**src/rtl/aes_block_sequencer.sv**
```systemverilog
// Feeds 128-bit blocks through a shared AES-128 core, holding key/direction and returning results via valid/ready.
// Define AES_CBC_EN for CBC chaining (IV + chain registers); leave it undefined for plain ECB.
module aes_block_sequencer #(
    parameter int CORE_LAT = 1
) (
    input  logic         clk,
    input  logic         rst_n,
    input  logic         cfg_load,
    input  logic [127:0] cfg_key,
    input  logic [127:0] cfg_iv,
    input  logic         cfg_inv,
    input  logic         in_valid,
    output logic         in_ready,
    input  logic [127:0] in_data,
    input  logic         in_last,
    output logic         out_valid,
    input  logic         out_ready,
    output logic [127:0] out_data,
    output logic         out_last,
    output logic         busy,
    output logic         core_start,
    output logic         core_inv,
    output logic [127:0] core_key,
    output logic [127:0] core_din,
    input  logic [127:0] core_dout
);
    localparam int CNT_W = $clog2(CORE_LAT + 1);

    typedef enum logic [1:0] {IDLE, RUN, OUT} state_t;

    state_t             state_reg, state_next;
    logic [127:0]       key_reg;
    logic               inv_reg;
    logic [127:0]       blk_reg;
    logic               last_reg;
    logic [CNT_W-1:0]   cnt_reg;
    logic               start_reg;
    logic [127:0]       out_data_reg;
    logic               out_last_reg;
    logic               out_valid_reg;

    logic               accept;
    logic               cfg_take;
    logic               run_done;
    logic               out_done;
    logic               in_ready_c;

`ifdef AES_CBC_EN
    logic [127:0]       iv_reg;
    logic [127:0]       chain_reg;
`else
    logic               unused_iv;
    assign unused_iv = ^cfg_iv;
`endif

    always_ff @(posedge clk or negedge rst_n) begin
        if (!rst_n) begin
            state_reg <= IDLE;
        end else begin
            state_reg <= state_next;
        end
    end

    // Config takes priority over a block offered in the same idle cycle.
    always_comb begin
        state_next = state_reg;
        accept     = 1'b0;
        cfg_take   = 1'b0;
        run_done   = 1'b0;
        out_done   = 1'b0;
        in_ready_c = 1'b0;
        case (state_reg)
            IDLE: begin
                in_ready_c = !cfg_load;
                cfg_take   = cfg_load;
                if (in_valid && !cfg_load) begin
                    accept     = 1'b1;
                    state_next = RUN;
                end
            end
            RUN: begin
                if (cnt_reg == '0) begin
                    run_done   = 1'b1;
                    state_next = OUT;
                end
            end
            OUT: begin
                if (out_ready) begin
                    out_done   = 1'b1;
                    state_next = IDLE;
                end
            end
            default: state_next = IDLE;
        endcase
    end

    always_ff @(posedge clk or negedge rst_n) begin
        if (!rst_n) begin
            key_reg       <= '0;
            inv_reg       <= 1'b0;
            blk_reg       <= '0;
            last_reg      <= 1'b0;
            cnt_reg       <= '0;
            start_reg     <= 1'b0;
            out_data_reg  <= '0;
            out_last_reg  <= 1'b0;
            out_valid_reg <= 1'b0;
`ifdef AES_CBC_EN
            iv_reg        <= '0;
            chain_reg     <= '0;
`endif
        end else begin
            start_reg <= accept;
            if (cfg_take) begin
                key_reg   <= cfg_key;
                inv_reg   <= cfg_inv;
`ifdef AES_CBC_EN
                iv_reg    <= cfg_iv;
                chain_reg <= cfg_iv;
`endif
            end
            if (accept) begin
                blk_reg  <= in_data;
                last_reg <= in_last;
                cnt_reg  <= CNT_W'(CORE_LAT - 1);
            end else if (state_reg == RUN && !run_done) begin
                cnt_reg <= cnt_reg - CNT_W'(1);
            end
            if (run_done) begin
`ifdef AES_CBC_EN
                out_data_reg <= inv_reg ? (core_dout ^ chain_reg) : core_dout;
                chain_reg    <= inv_reg ? blk_reg : core_dout;
`else
                out_data_reg <= core_dout;
`endif
                out_last_reg  <= last_reg;
                out_valid_reg <= 1'b1;
            end
            if (out_done) begin
                out_valid_reg <= 1'b0;
`ifdef AES_CBC_EN
                // A finished message restarts chaining from the stored IV.
                if (out_last_reg) begin
                    chain_reg <= iv_reg;
                end
`endif
            end
        end
    end

`ifdef AES_CBC_EN
    assign core_din = inv_reg ? blk_reg : (blk_reg ^ chain_reg);
`else
    assign core_din = blk_reg;
`endif

    assign in_ready   = in_ready_c && rst_n;
    assign out_valid  = out_valid_reg;
    assign out_data   = out_data_reg;
    assign out_last   = out_last_reg;
    assign busy       = (state_reg != IDLE);
    assign core_start = start_reg;
    assign core_inv   = inv_reg;
    assign core_key   = key_reg;

endmodule
```
**config.mk**
```make
export PLATFORM = sky130hd
export DESIGN_NAME = aes_block_sequencer
export DESIGN_NICKNAME = d
export VERILOG_FILES = /design/src/rtl/aes_block_sequencer.sv
export SDC_FILE = /design/constraint.sdc
export NUM_CORES = 1
export LEC_CHECK = 0
export CAP_MARGIN = 30
export CORE_AREA = 2 2 357 359
export DETAILED_ROUTE_END_ITERATION = 8
export DIE_AREA = 0 0 359 361
export PLACE_DENSITY_LB_ADDON = 0.05
export SYNTH_ARGS = -nofsm -noshare
export SYNTH_HDL_FRONTEND = slang
export SYNTH_SLANG_ARGS = --single-unit
```
**constraint.sdc**
```tcl
create_clock -name clk -period 1.6 [get_ports clk]
set_input_delay 0.32 -clock clk [delete_from_list [all_inputs] [get_ports clk]]
set_output_delay 0.32 -clock clk [all_outputs]
set_load 0.02 [all_outputs]
```
==> results.cfg <==
[synthesis]
ys_ff_latch = 392
yosys.cell_types.count = 17
yosysWarningCount = 0
ys_seq_area_share_pct = 67.3
syn-num-nets = 1359
netlist_area_sq_mm = 0.0146
syn_avg_cell_area_sq_um = 17.4
postSynthCellCount = 840

[run_status]
status = complete, but fails checks
violations = setup timing

[timing]
period_share_pct = 127
fmax_ghz = 0.491
relSlewSlack_pct = 44.9
fin_crit_ps = 2040
rsz0062_at_grt = yes
hold_viol = 0
worst_slack_ps = -436
slew_viol_final = 0
fin_skew_ps = 34.3
worst_pin_slew_ps = 826
setup_viol = 390

[setup_path]
worstSetupStartpoint = state_reg[1]$_DFFE_PN0P_
crit_path_frequent_cell = buf_12
crit_slowest_cell = dfrtp_1
rr_endpoint = core_key[32]$_DFFE_PN0P_
crit_chain = or2_4 -> buf_6 -> buf_6 -> nor2_4 -> buf_12 -> buf_12 -> buf_12 -> clkbuf_16 -> mux2_2
max_stage_delay_ps = 380
critical_path_required_ps = 2110
worst_path_dominant_cell_family = buffers and inverters
rrSetupSlack_ps = -440
endpoint_kind = register
r2r_cells = 9
critical_path_peak_fanout = 7
crit_buf_inv = 6
rr_startpoint = state_reg[1]$_DFFE_PN0P_
arrival_ps = 2550
startpoint_type = register
crit_type = register to register

[floorplan]
boundaryPins = 909
die_x_um = 359
start_util_pct = 11.6
dieArea_sq_mm = 0.130
core-area_sq_mm = 0.125
die_height_um = 361
num_rows = 130

[placed_design]
dpl.hpwl_mm = 52.6
place_congestion = 0.693
portBuffers = 780
dp_cells = 3276
place_area_sq_mm = 0.0247

[route]
viasPerCell = 3.19
drt-total-wl_mm = 75.5
drt_iter0_markers = 330
routed-via-count = 11000
dr.pass1.iters = 4
detail-route-antenna-nets = 0
drcViolationCount = 0
routedWlPerCell_um = 21.9

[grt]
antenna_found_initial = 17
gr-total-overflow = 0
grt_max_degree = 103
grt_pass1_wl_mm = 99.7
grt_pass1_vias = 12300
track_usage_pct = 10.8

[cells_and_area]
postLayoutCellArea_sq_mm = 0.0274
drive_above_1_share_pct = 54.2
syn2layout_area_growth_pct = 87.6
fin_util_pct = 21.8
stdcell_count = 3447
fin_nets = 2269

[cts]
clockBufferDepth = 3
path_clk_slew_ps = 60
cts_tree = built
htree_levels = 2
clock_latency_ps = 650
cts_buffers = 56
clockRootBuffer = clkbuf_16
cts_num_sinks = 392

[power]
p_leak_uw = 0.0122
p_per_area_mw_per_mm2 = 1520
total_power_uw = 41600
peakVddDrop_mv = 0.749

[worst_hold_path]
hold_depth = 2
min_to = core_din[57]$_DFFE_PN0P_
worstHoldStart = in_data[57]
worstHoldPathType = input port to register

[job]
maxCapViolations = 0
per-layer routing:
metal  GRT usage [%]  part of all wire, %
met2            17.5                   47
met1            11.6                   38
met5               0                 0.24
met3            6.56                   12
met4            3.44                  2.4
report_power, final:
group          leakage, uW  switching (uW)  internal, uW
combinational      0.00670            7740          7380
sequential         0.00460            1510         12700
clock             0.000859            5090          7220
total               0.0122           14300         27300
cells in the final DEF, fill, tap and decap left out, types with 24 or more instances in the layout:
cell type        netlist  final
buf_12                 0     38
buf_2                 20    334
buf_4                 12     48
buf_6                 10     42
clkbuf_1               1     24
clkbuf_16              0     72
clkdlybuf4s50_1        0    389
dfrtp_1              392    390
mux2_2               288     74
mux2_4                 0    307
metrics by stage:
step                TNS (ps)  hold WS, ps  setup WS [ps]
finish               -104230          280           -436
global route         -136370          233           -519
CTS                  -117990          196           -487
detailed placement   -156150          474           -636
global placement     -161520          469           -667
floorplan             -14190         24.4          -87.4
cells in the mapped netlist (all sizes together):
| cell type | n | share of area, % |
|---|---|---|
| a21oi | 3 | 0.10 |
| and2 | 1 | 0.043 |
| buf | 42 | 2.1 |
| clkbuf | 1 | 0.026 |
| dfrtp | 392 | 67 |
| inv | 1 | 0.026 |
| mux2 | 387 | 30 |
| nand2 | 1 | 0.026 |
| nor2 | 5 | 0.13 |
| nor3b | 4 | 0.24 |
| o21a | 1 | 0.052 |
| or2 | 2 | 0.086 |
worst max path at each step:
| stage | endpoint | cells after the start |
|---|---|---|
| 2_1_floorplan | core_din[100]$_DFFE_PN0P_ | 5 |
| 3_3_place_gp | core_key[24]$_DFFE_PN0P_ | 6 |
| 3_5_place_dp | core_key[75]$_DFFE_PN0P_ | 6 |
| 4_1_cts | core_key[36]$_DFFE_PN0P_ | 9 |
| 5_1_grt | core_key[59]$_DFFE_PN0P_ | 9 |
| 6_report | core_key[32]$_DFFE_PN0P_ | 9 |
repair_timing:
item / CTS / global route
cloned: 6 / 22
buffers inserted: 27 / 25
endpoints found under the hold margin: 127 / 0
gates resized for setup: 1941 / 270
hold buffers: 1 / 0
pin swaps: 3 / 4
setup endpoints to repair: 777 / 411
kinds of logic (layout without fill, tap and decap cells):
kind of cell / after synthesis / after routing / share of synthesized area, %
flip-flops: 392 / 392 / 67.3
multiplexers: 387 / 387 / 29.9
buffers and inverters: 44 / 997 / 2.13
AND/OR/NAND/NOR: 13 / 13 / 0.524
AO/OA/AOI/OAI: 4 / 4 / 0.154
other: 0 / 4 / 0
cell type report:
type,count,area (sq um)
clock inverters,6,43.8
diodes,4,10.0
flip-flops and latches,392,9810
fillers,13400,98100
well taps,1650,2060
multi-input cells,404,5640
inverters,1,3.75
repair buffers,895,8060
clock buffers,95,1720
No activity file was read; power rests on OpenSTA's default activity.
